`config.mk`:
```
export PLATFORM = sky130hd
export DESIGN_NAME = dequ_extract_ctrl
export DESIGN_NICKNAME = d
export VERILOG_FILES = /design/src/rtl/dequ_extract_ctrl.sv
export SDC_FILE = /design/constraint.sdc
export NUM_CORES = 1
export LEC_CHECK = 0
export BUFFER_PORTS_ARGS = -buffer_cell sky130_fd_sc_hd__buf_2
export CAP_MARGIN = 30
export CORE_AREA = 2 2 451 453
export CTS_CLUSTER_SIZE = 20
export DETAILED_ROUTE_END_ITERATION = 8
export DIE_AREA = 0 0 453 455
export GPL_TIMING_DRIVEN = 0
export PLACE_DENSITY = 0.39
export SLEW_MARGIN = 20
export SYNTH_ARGS = -nofsm -noshare
export SYNTH_HDL_FRONTEND = slang
export SYNTH_SLANG_ARGS = --single-unit
```
`constraint.sdc`:
```
create_clock -name clk -period 6.5 [get_ports clk]
set_input_delay 0.65 -clock clk [delete_from_list [all_inputs] [get_ports clk]]
set_output_delay 0.65 -clock clk [all_outputs]
set_load 0.01 [all_outputs]
```
`src/rtl/dequ_extract_ctrl.sv`:
```
// Bit-offset sequencer for the dequantizer barrel-shifter extractor: walks each packed line, resolves escapes.
// Optional build macro DEQU_PERF_CNT_EN adds escape / stall performance counters.
module dequ_extract_ctrl #(
    parameter int L2WIDTH = 512,
    parameter int WWIDTH  = 32,
    parameter int SWIDTH  = 5,
    parameter int OFFW    = 9,
    parameter int OWIDTH  = 16
) (
    input  logic               clk,
    input  logic               rst,
    input  logic               start,
    input  logic [SWIDTH-1:0]  cfg_code_width,
    input  logic [15:0]        cfg_num_codes,
    output logic               busy,
    output logic               done,
    input  logic [L2WIDTH-1:0] line_in,
    input  logic               line_valid,
    output logic               line_ready,
    output logic [L2WIDTH-1:0] shf_line,
    output logic [OFFW-1:0]    shf_acc_shift,
    output logic [SWIDTH-1:0]  shf_num_shift,
    input  logic [WWIDTH-1:0]  shf_bits,
    input  logic               shf_outlier,
    output logic [WWIDTH-1:0]  out_code,
    output logic               out_is_esc,
    output logic               out_valid,
    input  logic               out_ready,
    output logic [15:0]        perf_esc_cnt,
    output logic [15:0]        perf_stall_cnt,
    output logic [2:0]         dbg_state
);

    // Handshakes: a transfer happens on a rising edge where valid and ready are both 1;
    // valid never depends on ready, and payload is held stable while valid && !ready.
    typedef enum logic [2:0] {
        S_IDLE  = 3'd0,
        S_FETCH = 3'd1,
        S_CODE  = 3'd2,
        S_ESC   = 3'd3,
        S_DONE  = 3'd4
    } state_t;

    state_t             state_q, state_d;
    logic [SWIDTH-1:0]  cw_q, cw_d;
    logic [15:0]        codes_left_q, codes_left_d;
    logic [OFFW:0]      offset_q, offset_d;
    logic [L2WIDTH-1:0] line_q, line_d;
    logic               esc_pend_q, esc_pend_d;
    logic [WWIDTH-1:0]  out_code_q, out_code_d;
    logic               out_is_esc_q, out_is_esc_d;
    logic               out_valid_q, out_valid_d;
    logic               done_q, done_d;

    logic               slot_free;
    logic [OFFW+1:0]    code_end, esc_end;
    logic               code_over, esc_over;

    // One extra bit keeps the end-of-slice sums from wrapping.
    assign code_end  = {1'b0, offset_q} + (OFFW+2)'(cw_q);
    assign esc_end   = {1'b0, offset_q} + (OFFW+2)'(OWIDTH);
    assign code_over = code_end > (OFFW+2)'(L2WIDTH);
    assign esc_over  = esc_end > (OFFW+2)'(L2WIDTH);
    assign slot_free = !out_valid_q || out_ready;

    always_comb begin
        state_d       = state_q;
        cw_d          = cw_q;
        codes_left_d  = codes_left_q;
        offset_d      = offset_q;
        line_d        = line_q;
        esc_pend_d    = esc_pend_q;
        out_code_d    = out_code_q;
        out_is_esc_d  = out_is_esc_q;
        out_valid_d   = out_valid_q && !out_ready;
        done_d        = 1'b0;
        line_ready    = 1'b0;
        shf_num_shift = cw_q;
        case (state_q)
            S_IDLE: begin
                if (start) begin
                    cw_d         = (cfg_code_width == '0) ? SWIDTH'(1) : cfg_code_width;
                    codes_left_d = cfg_num_codes;
                    esc_pend_d   = 1'b0;
                    if (cfg_num_codes == 16'd0) done_d = 1'b1;
                    else                        state_d = S_FETCH;
                end
            end
            S_FETCH: begin
                line_ready = 1'b1;
                if (line_valid) begin
                    line_d   = line_in;
                    offset_d = '0;
                    state_d  = esc_pend_q ? S_ESC : S_CODE;
                end
            end
            S_CODE: begin
                if (code_over) begin
                    state_d = S_FETCH;
                end else if (slot_free) begin
                    offset_d = code_end[OFFW:0];
                    if (shf_outlier) begin
                        state_d = S_ESC;
                    end else begin
                        out_code_d   = shf_bits;
                        out_is_esc_d = 1'b0;
                        out_valid_d  = 1'b1;
                        codes_left_d = codes_left_q - 16'd1;
                        if (codes_left_q == 16'd1) state_d = S_DONE;
                    end
                end
            end
            S_ESC: begin
                // Width 0 makes the shifter return the raw unmasked window.
                shf_num_shift = '0;
                if (esc_over) begin
                    esc_pend_d = 1'b1;
                    state_d    = S_FETCH;
                end else if (slot_free) begin
                    out_code_d   = WWIDTH'(shf_bits[OWIDTH-1:0]);
                    out_is_esc_d = 1'b1;
                    out_valid_d  = 1'b1;
                    offset_d     = esc_end[OFFW:0];
                    codes_left_d = codes_left_q - 16'd1;
                    esc_pend_d   = 1'b0;
                    state_d      = (codes_left_q == 16'd1) ? S_DONE : S_CODE;
                end
            end
            S_DONE: begin
                if (slot_free) begin
                    done_d  = 1'b1;
                    state_d = S_IDLE;
                end
            end
            default: state_d = S_IDLE;
        endcase
    end

    always_ff @(posedge clk) begin
        if (rst) begin
            state_q      <= S_IDLE;
            cw_q         <= '0;
            codes_left_q <= '0;
            offset_q     <= '0;
            line_q       <= '0;
            esc_pend_q   <= 1'b0;
            out_code_q   <= '0;
            out_is_esc_q <= 1'b0;
            out_valid_q  <= 1'b0;
            done_q       <= 1'b0;
        end else begin
            state_q      <= state_d;
            cw_q         <= cw_d;
            codes_left_q <= codes_left_d;
            offset_q     <= offset_d;
            line_q       <= line_d;
            esc_pend_q   <= esc_pend_d;
            out_code_q   <= out_code_d;
            out_is_esc_q <= out_is_esc_d;
            out_valid_q  <= out_valid_d;
            done_q       <= done_d;
        end
    end

    assign busy          = (state_q != S_IDLE);
    assign done          = done_q;
    assign shf_line      = line_q;
    assign shf_acc_shift = offset_q[OFFW-1:0];
    assign out_code      = out_code_q;
    assign out_is_esc    = out_is_esc_q;
    assign out_valid     = out_valid_q;
    assign dbg_state     = state_q;

`ifdef DEQU_PERF_CNT_EN
    logic [15:0] perf_esc_q, perf_esc_d, perf_stall_q, perf_stall_d;
    logic        start_acc, esc_emit, stall;

    assign start_acc = (state_q == S_IDLE) && start;
    assign esc_emit  = (state_q == S_ESC) && !esc_over && slot_free;
    assign stall     = ((state_q == S_CODE) || (state_q == S_ESC)) && !slot_free;

    always_comb begin
        perf_esc_d   = perf_esc_q;
        perf_stall_d = perf_stall_q;
        if (start_acc) begin
            perf_esc_d   = '0;
            perf_stall_d = '0;
        end else begin
            if (esc_emit && (perf_esc_q != 16'hFFFF))  perf_esc_d   = perf_esc_q + 16'd1;
            if (stall && (perf_stall_q != 16'hFFFF))   perf_stall_d = perf_stall_q + 16'd1;
        end
    end

    always_ff @(posedge clk) begin
        if (rst) begin
            perf_esc_q   <= '0;
            perf_stall_q <= '0;
        end else begin
            perf_esc_q   <= perf_esc_d;
            perf_stall_q <= perf_stall_d;
        end
    end

    assign perf_esc_cnt   = perf_esc_q;
    assign perf_stall_cnt = perf_stall_q;
`else
    assign perf_esc_cnt   = '0;
    assign perf_stall_cnt = '0;
`endif

endmodule
```
==> results of run 1 <==
==> power by group through the flow <==
stage,combinational (mW),sequential (mW),clock (mW)
4_1_cts,4.03,4.48,4.70
3_3_place_gp,3.97,4.54,0
2_1_floorplan,1.73,4.67,0
6_report,3.94,4.49,4.52
5_1_grt,4.33,4.55,4.80
3_5_place_dp,4.02,4.55,0
==> cell type report <==
cell class / count / area, µm² / area share [%]
repair buffers: 1149 / 5880 / 17.4
plain buffers: 254 / 1190 / 3.50
flip-flops and latches: 582 / 11700 / 34.4
well taps: 2672 / 3340 / 9.88
diodes: 18 / 45.0 / 0.133
clock inverters: 26 / 402 / 1.19
clock buffers: 110 / 2210 / 6.54
multi-input cells: 1973 / 9100 / 26.9
inverters: 9 / 33.8 / 0.0998
==> cell usage in the layout (no fill, tap or decap), drive strengths merged, types with 18 or more instances in the layout <==
| cell | instances |
|---|---|
| clkbuf | 295 |
| dfxtp | 582 |
| a21oi | 576 |
| buf | 1218 |
| diode | 18 |
| nand3 | 28 |
| nand2 | 1059 |
| nand4 | 21 |
| nor2 | 31 |
| conb | 32 |
| o21ai | 57 |
==> synth_stat cells, types with 4 or more instances <==
| library cell | number |
|---|---|
| a21oi_1 | 574 |
| buf_2 | 9 |
| o21ai_0 | 51 |
| o21a_1 | 5 |
| nand2_1 | 1057 |
| nor2b_1 | 7 |
| o211ai_1 | 10 |
| o21ai_1 | 5 |
| and3_1 | 5 |
| nor2_1 | 31 |
| buf_6 | 6 |
| nand4_1 | 21 |
| buf_1 | 11 |
| o311ai_0 | 5 |
| a31oi_1 | 5 |
| nand3_1 | 28 |
| inv_1 | 7 |
| dfxtp_1 | 582 |
| a22o_1 | 8 |
| buf_4 | 43 |
| a211o_1 | 4 |
| nor3_1 | 16 |
| clkbuf_1 | 185 |
| ha_1 | 9 |
| nand2b_1 | 4 |
| o22ai_1 | 6 |
| a22oi_1 | 5 |
| o31ai_1 | 10 |
| or3_1 | 7 |
| nor4_1 | 9 |
==> state kept, by name, indices dropped and copies added (netlist names) <==
name	cells
out_is_esc	1
cw_q	5
out_valid	1
offset_q	10
done	1
out_code	32
shf_line	512
dbg_state	3
esc_pend_q	1
codes_left_q	16
==> critical path, stage by stage (launching register included) <==
cell and delay (ns):
dfxtp_1 0.68, ha_1 0.34, buf_6 0.14, a21o_1 0.17
a22o_1 0.28, mux2i_1 0.25, and4bb_4 0.29, nor3_4 0.50
clkbuf_1 0.57, o21ai_0 0.19, a21oi_1 0.15
==> cell families after synthesis <==
group / Yosys count
other cells: 1
buf+inv: 263
xor+xnor: 5
compound gates: 719
flops: 582
mux: 2
fa+ha+maj: 10
simple gates: 1205
==> routing by layer <==
layer  vias up  wire length [µm]  GRT usage (%)
met5         -                34              0
met4         6              4720           4.24
met3       243             13600           4.98
met2      1011             82100           26.5
met1     12000             62000           16.9
li1      11700                 -              -
==> metrics by stage <==
stage               instances  power, mW  util [%]
finish                   6793       12.9      16.8
global route             6785       13.7      16.8
CTS                      6774       13.2      16.8
detailed placement       6638       8.57      15.5
global placement         6626       8.50      15.4
floorplan                2818       6.40         -
==> worst max-delay path by stage <==
stage                                          from                       endpoint  slack, ns  depth (start not counted)
after global routing       offset_q[4]$_SDFFE_PP0P_      out_code[19]$_SDFFE_PP0P_       2.63                         10
after detailed placement   offset_q[4]$_SDFFE_PP0P_      out_code[15]$_SDFFE_PP0P_       2.92                         10
after global placement    dbg_state[2]$_SDFFE_PP0P_     shf_line[510]$_SDFFE_PP0P_       1.64                          8
after floorplan            offset_q[0]$_SDFFE_PP0P_  codes_left_q[10]$_SDFFE_PP0P_       3.87                         10
after CTS                  offset_q[4]$_SDFFE_PP0P_      out_code[18]$_SDFFE_PP0P_       2.90                         10
final                      offset_q[4]$_SDFFE_PP0P_      out_code[20]$_SDFFE_PP0P_       2.84                         10
==> results.py, run 1 <==
metrics = {
    "yosys": {
        "synth_edf_count": 0,
        "ys_seq_area_share_pct": 53.4,
        "synth-compound-area-share_pct": 18.1,
        "synthAdderAreaFrac_pct": 0.607,
        "muxShareOfSynthArea_pct": 0.0917,
        "dominantRegCellSynth": "dfxtp_1",
        "ys_async_sr_fraction_pct": 0,
        "synthCells": 2787,
        "ys_ff_latch": 582,
        "yosys_warnings": 0,
        "yosysUniqueCellTypes": 73,
        "synth_top_family_by_area": "simple AND/OR/NAND/NOR gates",
        "yosysTopAreaCell": "dfxtp_1",
        "synth-simple-area-share_pct": 22.1,
        "synth_top_area_share_pct": 53.4,
        "synth_area_mm2": 0.0218,
        "synth_area_leaders": "dfxtp_1 (53%), nand2_1 (18%), a21oi_1 (13%)",
        "syn_avg_cell_area_um2": 7.84,
        "synthXorXnorAreaFrac_pct": 0.235,
    },
    "clocking": {
        "root_buffer": "clkbuf_16",
        "cts_buffers": 79,
        "htree_levels": 3,
        "clockBufferDepth": 3,
        "clock-sinks": 582,
        "hold_buffers": 0,
        "clkLatencyLatePin_ns": 0.71,
        "clk_pin_slew_worst_paths_ns": 0.06,
        "ctsResizeCount": 0,
        "postCtsSetupRepairBufs": 0,
        "cts_tree": "done",
    },
    "power_and_ir_drop": {
        "combinationalPowerShare_pct": 30.4,
        "clockPowerShare_pct": 34.9,
        "p_leak_nw": 14.3,
        "power_density_mw_per_mm2": 382,
        "power.switching_mw": 5.00,
        "seq_power_share_pct": 34.7,
        "ir_drop_mv": 0.200,
        "swShare_pct": 38.6,
        "p_int_mw": 7.95,
    },
    "final_layout": {
        "syn_to_final_growth_pct": 55.0,
        "nFillCells": 23300,
        "fin_nets": 4629,
        "finalInstanceArea_mm2": 0.0339,
        "drive_gt1_share_pct": 33.1,
    },
    "floorplanning": {
        "core-area_mm2": 0.201,
        "row_count": 165,
        "die_w_um": 453,
        "ios": 1169,
        "start_util_pct": 10.8,
        "die_h_um": 455,
        "die_area_mm2": 0.206,
    },
    "global_route": {
        "grt_start_max_net_pins": 13,
        "antenna_found_initial": 62,
        "grt_overflow": 0,
        "grt.total_usage_pct": 14.9,
        "grt_pass1_wl_um": 209000,
        "grt_pass1_vias": 23600,
    },
    "placement": {
        "dpl_cell_area_mm2": 0.0312,
        "globalplace.congestion": 0.922,
        "io_buffers": 1136,
        "dp_slack_ns": 2.92,
        "hpwl_um": 138000,
    },
    "timing": {
        "skew_ns": 0.0276,
        "finalMaxSlewViolations": 0,
        "tightestPinTransition_ns": 0.991,
        "grt_setup_unrepaired": "false",
        "hold_ws_ns": 0.181,
        "max_freq_mhz": 273,
        "finalWorstSetupSlack_ns": 2.84,
        "fin_crit_sh_pct": 56.4,
        "slew-limit-headroom_pct": 34.0,
        "min_period_ns": 3.66,
        "setup_viol": 0,
        "setup_tns_ns": 0,
        "hold_viol_final": 0,
    },
    "setup_path": {
        "startpoint_type": "flop",
        "arrival_ns": 4.27,
        "r2r_start": "offset_q[4]$_SDFFE_PP0P_",
        "regToRegSetupSlack_ns": 2.84,
        "worstSetupPathType": "flop to flop",
        "r2r_cells": 10,
        "r2r_end": "out_code[20]$_SDFFE_PP0P_",
        "crit_fanout": 11,
        "cp.required_ns": 7.11,
        "end_kind": "flop",
    },
    "worst_hold_path": {
        "worstHoldStart": "line_in[328]",
        "min_path_cells": 3,
        "hold_path_end": "shf_line[328]$_SDFFE_PP0P_",
        "min_path_type": "input pin to flop",
    },
    "route": {
        "drtIter0Drc": 1710,
        "wire_per_inst_um": 23.9,
        "wl_um": 162000,
        "dr.pass1.iters": 5,
        "antenna_left": 0,
        "via_per_inst": 3.68,
        "vias": 25000,
        "drc": 0,
    },
    "job": {
        "maxCapViolCount": 0,
    },
    "status": {
        "status": "complete, no violations",
    },
}
(Power assumes the default switching activity.)
==> inputs of run 2 (changes only) <==
==> constraint.sdc (replaced) <==
create_clock -name clk -period 3.5 [get_ports clk]
set_input_delay 0.35 -clock clk [delete_from_list [all_inputs] [get_ports clk]]
set_output_delay 0.35 -clock clk [all_outputs]
set_load 0.01 [all_outputs]
==> results.py, run 2 (synthesized netlist as in run 1, its figures left out) <==
metrics = {
    "job": {
        "maxCapViolCount": 0,
    },
    "timing": {
        "tightestPinTransition_ns": 0.994,
        "finalMaxSlewViolations": 0,
        "hold_ws_ns": 0.0744,
        "max_freq_mhz": 301,
        "slew-limit-headroom_pct": 33.7,
        "setup_viol": 0,
        "grt_setup_unrepaired": "false",
        "min_period_ns": 3.32,
        "skew_ns": 0.0313,
        "fin_crit_sh_pct": 94.8,
        "hold_viol_final": 0,
    },
    "setup_path": {
        "cp_cell_sequence": "ha_1, fa_1, a21o_1, a21oi_1, xor2_1, nand4bb_2, nand3_2, buf_2, nand4_1, a21oi_1",
        "cp.required_ns": 4.13,
        "crit_fanout": 10,
        "worstSetupPathType": "flop to flop",
        "cp_slowest_stage_delay_ns": 0.42,
        "startpoint_type": "flop",
        "arrival_ns": 3.95,
        "regToRegSetupSlack_ns": 0.18,
        "cp_common_cell": "a21oi_1",
        "slowest_stage": "fa_1",
        "end_kind": "flop",
    },
    "status": {
        "status": "complete, no violations",
    },
    "route": {
        "dr_wl_met3_um": 13300,
        "via_per_inst": 3.70,
        "drtIter0Drc": 1790,
        "vias": 27200,
        "drc": 0,
        "met1Wirelength_um": 63300,
        "wire_per_inst_um": 22.5,
        "antenna_left": 0,
        "top_layer_used": "met5",
        "met2_length_um": 82700,
        "wl_um": 165000,
        "dr.pass1.iters": 7,
    },
    "clocking": {
        "cts_tree": "done",
        "htree_levels": 3,
        "cts_buffers": 79,
        "root_buffer": "clkbuf_16",
        "clockBufferDepth": 3,
        "clock-sinks": 582,
        "clkLatencyLatePin_ns": 0.71,
        "clk_pin_slew_worst_paths_ns": 0.05,
    },
    "floorplanning": {
        "core-area_mm2": 0.201,
        "die_w_um": 453,
        "ios": 1169,
        "die_area_mm2": 0.206,
        "start_util_pct": 10.8,
        "die_h_um": 455,
        "row_count": 165,
    },
    "final_layout": {
        "final_cell_mix": "buf_2 (1146), nand2_1 (1057), dfxtp_1 (581)",
        "drive_gt1_share_pct": 29.3,
        "fin_nets": 5190,
        "syn_to_final_growth_pct": 80.7,
        "final_common_cell": "buf_2",
        "largest_reg_flops": 512,
        "finalInstanceArea_mm2": 0.0395,
    },
    "worst_hold_path": {
        "min_path_type": "input pin to flop",
    },
    "placement": {
        "io_buffers": 1136,
        "globalplace.congestion": 0.922,
        "dpl_cell_area_mm2": 0.0312,
        "hpwl_um": 138000,
    },
    "power_and_ir_drop": {
        "p_leak_nw": 16.6,
        "ir_drop_mv": 0.375,
        "total_power_mw": 24.7,
        "power_density_mw_per_mm2": 625,
    },
    "global_route": {
        "grt_pass1_wl_um": 217000,
        "grt_start_max_net_pins": 13,
        "grt_pass1_vias": 26600,
        "antenna_found_initial": 48,
        "grt.total_usage_pct": 15.2,
        "grt_overflow": 0,
    },
}
[run 2: cell types whose count changed in the layout (fill, tap and decap cells not counted), moves of 2 or more]
cell,before,now
dlygate4sd3_1,0,559
clkbuf_1,192,190
diode_2,18,13
clkbuf_2,12,14
[run 2: timing repair]
action | 4_1_cts | 5_1_grt
pin swaps | 0 | 1
setup buffers | 0 | 2
resized for setup | 1 | 4
endpoints found under the setup margin | 10 | 31
endpoints found under the hold margin | 558 | 0
hold buffers | 559 | 0
[run 2: metrics by stage]
stage	setup TNS (ns)	utilization, %	setup WS [ns]	std cells
4_1_cts	0	19.6	0.0246	7333
6_report	0	19.6	0.181	7349
3_5_place_dp	-0.672	15.5	-0.0789	6638
3_3_place_gp	-238.53	15.4	-1.36	6626
2_1_floorplan	0	-	0.874	2818
5_1_grt	0	19.6	0.0568	7342
[run 2: metal layers]
metal | vias to the layer above | GRT usage, %
li1 | 12900 | -
met1 | 13000 | 17.1
met2 | 1064 | 26.7
met3 | 256 | 4.99
met4 | 4 | 5.08
met5 | - | 0
[run 2: area by class of cell]
cell class / count / area [µm²]
tap: 2672 / 3340
clock inverter: 26 / 402
sequential: 582 / 11700
fill: 22900 / 162000
antenna: 13 / 32.5
clock buffer: 110 / 2210
buffer: 254 / 1190
inverter: 9 / 33.8
multi-input combinational: 1973 / 9100
timing repair buffer: 1710 / 11500
[run 2: worst paths after layout]
kind,depth (start not counted),end,start
worst min-delay path,3,shf_line[209]$_SDFFE_PP0P_,line_in[209]
worst min register to register,2,shf_line[267]$_SDFFE_PP0P_,shf_line[267]$_SDFFE_PP0P_
worst max register to register,10,out_code[17]$_SDFFE_PP0P_,offset_q[0]$_SDFFE_PP0P_
worst max-delay path,10,out_code[17]$_SDFFE_PP0P_,offset_q[0]$_SDFFE_PP0P_
[run 2: where the power goes]
group	switching (mW)	internal (mW)	total [mW]
registers	0.713	7.63	8.34
clock network	3.51	4.90	8.40
logic	5.26	2.65	7.92
[run 2: critical path: cells and delay by family, from the launching register on]
kind	cells	cell delay, ns
buffers and inverters	1	0.26
AND/OR/NAND/NOR	3	0.95
AO/OA/AOI/OAI	3	0.61
adder cells (fa/ha/maj)	2	0.68
XOR/XNOR	1	0.37
flip-flops	1	0.36
==> inputs of run 3 (changes only) <==
--- a/config.mk
+++ b/config.mk
@@ -7,12 +7,12 @@
 export LEC_CHECK = 0
 export BUFFER_PORTS_ARGS = -buffer_cell sky130_fd_sc_hd__buf_2
 export CAP_MARGIN = 30
-export CORE_AREA = 2 2 451 453
+export CORE_AREA = 2 2 455 457
 export CTS_CLUSTER_SIZE = 20
 export DETAILED_ROUTE_END_ITERATION = 8
-export DIE_AREA = 0 0 453 455
+export DIE_AREA = 0 0 457 459
 export GPL_TIMING_DRIVEN = 0
-export PLACE_DENSITY = 0.39
+export PLACE_DENSITY_LB_ADDON = 0.1
 export SLEW_MARGIN = 20
 export SYNTH_ARGS = -nofsm -noshare
 export SYNTH_HDL_FRONTEND = slang
==> results.py, run 3 (synthesized netlist as in run 1, its figures left out) <==
metrics = {
    "status": {
        "status": "complete, no violations",
    },
    "final_layout": {
        "fin_cells": 7404,
        "final_cell_mix": "buf_2 (1145), nand2_1 (1057), dfxtp_1 (581)",
        "post-route-util_pct": 19.3,
        "syn_to_final_growth_pct": 82.2,
        "fin_nets": 5195,
        "largest_reg_flops": 512,
        "drive_gt1_share_pct": 29.5,
        "finalInstanceArea_mm2": 0.0398,
        "final_common_cell": "buf_2",
    },
    "global_route": {
        "grt_pass1_vias": 26900,
        "grt.total_usage_pct": 14.6,
        "antenna_found_initial": 40,
        "grt_start_max_net_pins": 18,
        "grt_overflow": 0,
        "grt_pass1_wl_um": 219000,
    },
    "floorplanning": {
        "die_area_mm2": 0.210,
        "ios": 1169,
        "core-area_mm2": 0.206,
        "die_w_um": 457,
        "die_h_um": 459,
        "start_util_pct": 10.6,
        "row_count": 167,
    },
    "worst_hold_path": {
        "worstHoldStart": "line_in[19]",
        "min_path_type": "input pin to flop",
        "min_path_cells": 3,
        "hold_path_end": "shf_line[19]$_SDFFE_PP0P_",
    },
    "timing": {
        "setup_viol": 0,
        "hold_ws_ns": 0.0726,
        "max_freq_mhz": 309,
        "setup_tns_ns": 0,
        "skew_ns": 0.0181,
        "fin_crit_sh_pct": 92.6,
        "finalMaxSlewViolations": 0,
        "slew-limit-headroom_pct": 39.9,
        "tightestPinTransition_ns": 0.902,
        "grt_setup_unrepaired": "false",
        "min_period_ns": 3.24,
        "hold_viol_final": 0,
    },
    "clocking": {
        "clock-sinks": 582,
        "clkLatencyLatePin_ns": 0.70,
        "htree_levels": 3,
        "root_buffer": "clkbuf_16",
        "cts_buffers": 86,
        "postCtsSetupRepairBufs": 0,
        "cts_tree": "done",
        "clockBufferDepth": 3,
        "clk_pin_slew_worst_paths_ns": 0.06,
    },
    "setup_path": {
        "r2r_start": "offset_q[0]$_SDFFE_PP0P_",
        "regToRegSetupSlack_ns": 0.26,
        "end_kind": "flop",
        "startpoint_type": "flop",
        "critPathBufInv": 1,
        "cp_cell_sequence": "ha_1, fa_1, a21o_1, a22o_1, mux2i_1, and4bb_4, nor3_4, clkbuf_2, o21ai_0, a21oi_1",
        "crit_family": "simple AND/OR/NAND/NOR gates",
        "cp_slowest_stage_delay_ns": 0.49,
        "arrival_ns": 3.87,
        "r2r_end": "out_code[26]$_SDFFE_PP0P_",
        "crit_fanout": 10,
        "cp.required_ns": 4.13,
        "r2r_cells": 10,
        "worstSetupPathType": "flop to flop",
        "slowest_stage": "nor3_4",
    },
    "placement": {
        "io_buffers": 1136,
        "hpwl_um": 131000,
        "dpl_cell_area_mm2": 0.0313,
        "dp.cells": 6672,
        "globalplace.congestion": 0.802,
    },
    "route": {
        "vias": 26400,
        "antenna_left": 0,
        "wl_um": 160000,
        "dr.pass1.iters": 5,
        "via_per_inst": 3.57,
        "drtIter0Drc": 1020,
        "drc": 0,
        "wire_per_inst_um": 21.6,
    },
    "power_and_ir_drop": {
        "p_leak_nw": 16.8,
        "power_density_mw_per_mm2": 630,
        "ir_drop_mv": 0.325,
    },
    "job": {
        "maxCapViolCount": 0,
    },
}
[run 3: changes by cell type in the layout (fill, tap and decap cells not counted), sizes merged]
| cell | delta |
|---|---|
| buf | -1 |
| clkinv | +3 |
| bufinv | -3 |
| diode | +4 |
| clkinvlp | -4 |
| clkbuf | +24 |
| inv | -1 |
| clkdlybuf4s15 | +1 |
[run 3: how the worst max path moves through the flow]
stage                               from  cells past startpoint                             to
3_5_place_dp    offset_q[4]$_SDFFE_PP0P_                     10      out_code[25]$_SDFFE_PP0P_
6_report        offset_q[0]$_SDFFE_PP0P_                     10      out_code[26]$_SDFFE_PP0P_
2_1_floorplan   offset_q[0]$_SDFFE_PP0P_                     10  codes_left_q[10]$_SDFFE_PP0P_
3_3_place_gp   dbg_state[2]$_SDFFE_PP0P_                      8       shf_line[2]$_SDFFE_PP0P_
4_1_cts         offset_q[4]$_SDFFE_PP0P_                     10      out_code[18]$_SDFFE_PP0P_
5_1_grt        dbg_state[0]$_SDFFE_PP0P_                      9     shf_line[360]$_SDFFE_PP0P_
[run 3: final cells by class]
cell class                 count  area [µm²]
clock inverter                21         248
tap                         2704        3380
fill                       23600      166000
inverter                       9        33.8
buffer                       253        1190
multi-input combinational   1973        9100
timing repair buffer        1709       11500
antenna                       17        42.5
sequential                   582       11700
clock buffer                 136        2610
[run 3: layer usage]
metal	vias to the layer above	GRT usage (%)	share of wire (%)
met5	-	0	0.056
met4	14	3.25	2.0
met3	187	4.75	7.2
met2	900	25.6	49
met1	12400	17.2	41
li1	12900	-	-
[run 3: worst reg2reg max path, stage by stage, from the launching register on]
cell and delay (ns):
dfxtp_1 0.35, ha_1 0.26, fa_1 0.41, a21o_1 0.20
a22o_1 0.23, mux2i_1 0.24, and4bb_4 0.28, nor3_4 0.49
clkbuf_2 0.41, o21ai_0 0.16, a21oi_1 0.14
[run 3: power breakdown]
part / internal [mW] / total [mW] / switching [mW] / leakage, nW
logic: 2.67 / 7.76 / 5.09 / 10.7
registers: 7.63 / 8.24 / 0.614 / 4.73
clock network: 5.33 / 9.05 / 3.71 / 1.41
total: 15.6 / 25.0 / 9.42 / 16.8
[run 3: per-stage QoR]
stage	worst slack, ns	power (mW)
after floorplan	0.874	11.9
after global placement	-1.90	15.8
after detailed placement	-0.0902	15.8
after CTS	0.0114	25.8
after global routing	0.0408	26.6
final	0.259	25.0
[run 3: repair_timing]
action	CTS	global route
setup endpoints to repair	12	42
hold endpoints to repair	558	0
hold buffers	559	0
resized for setup	1	16
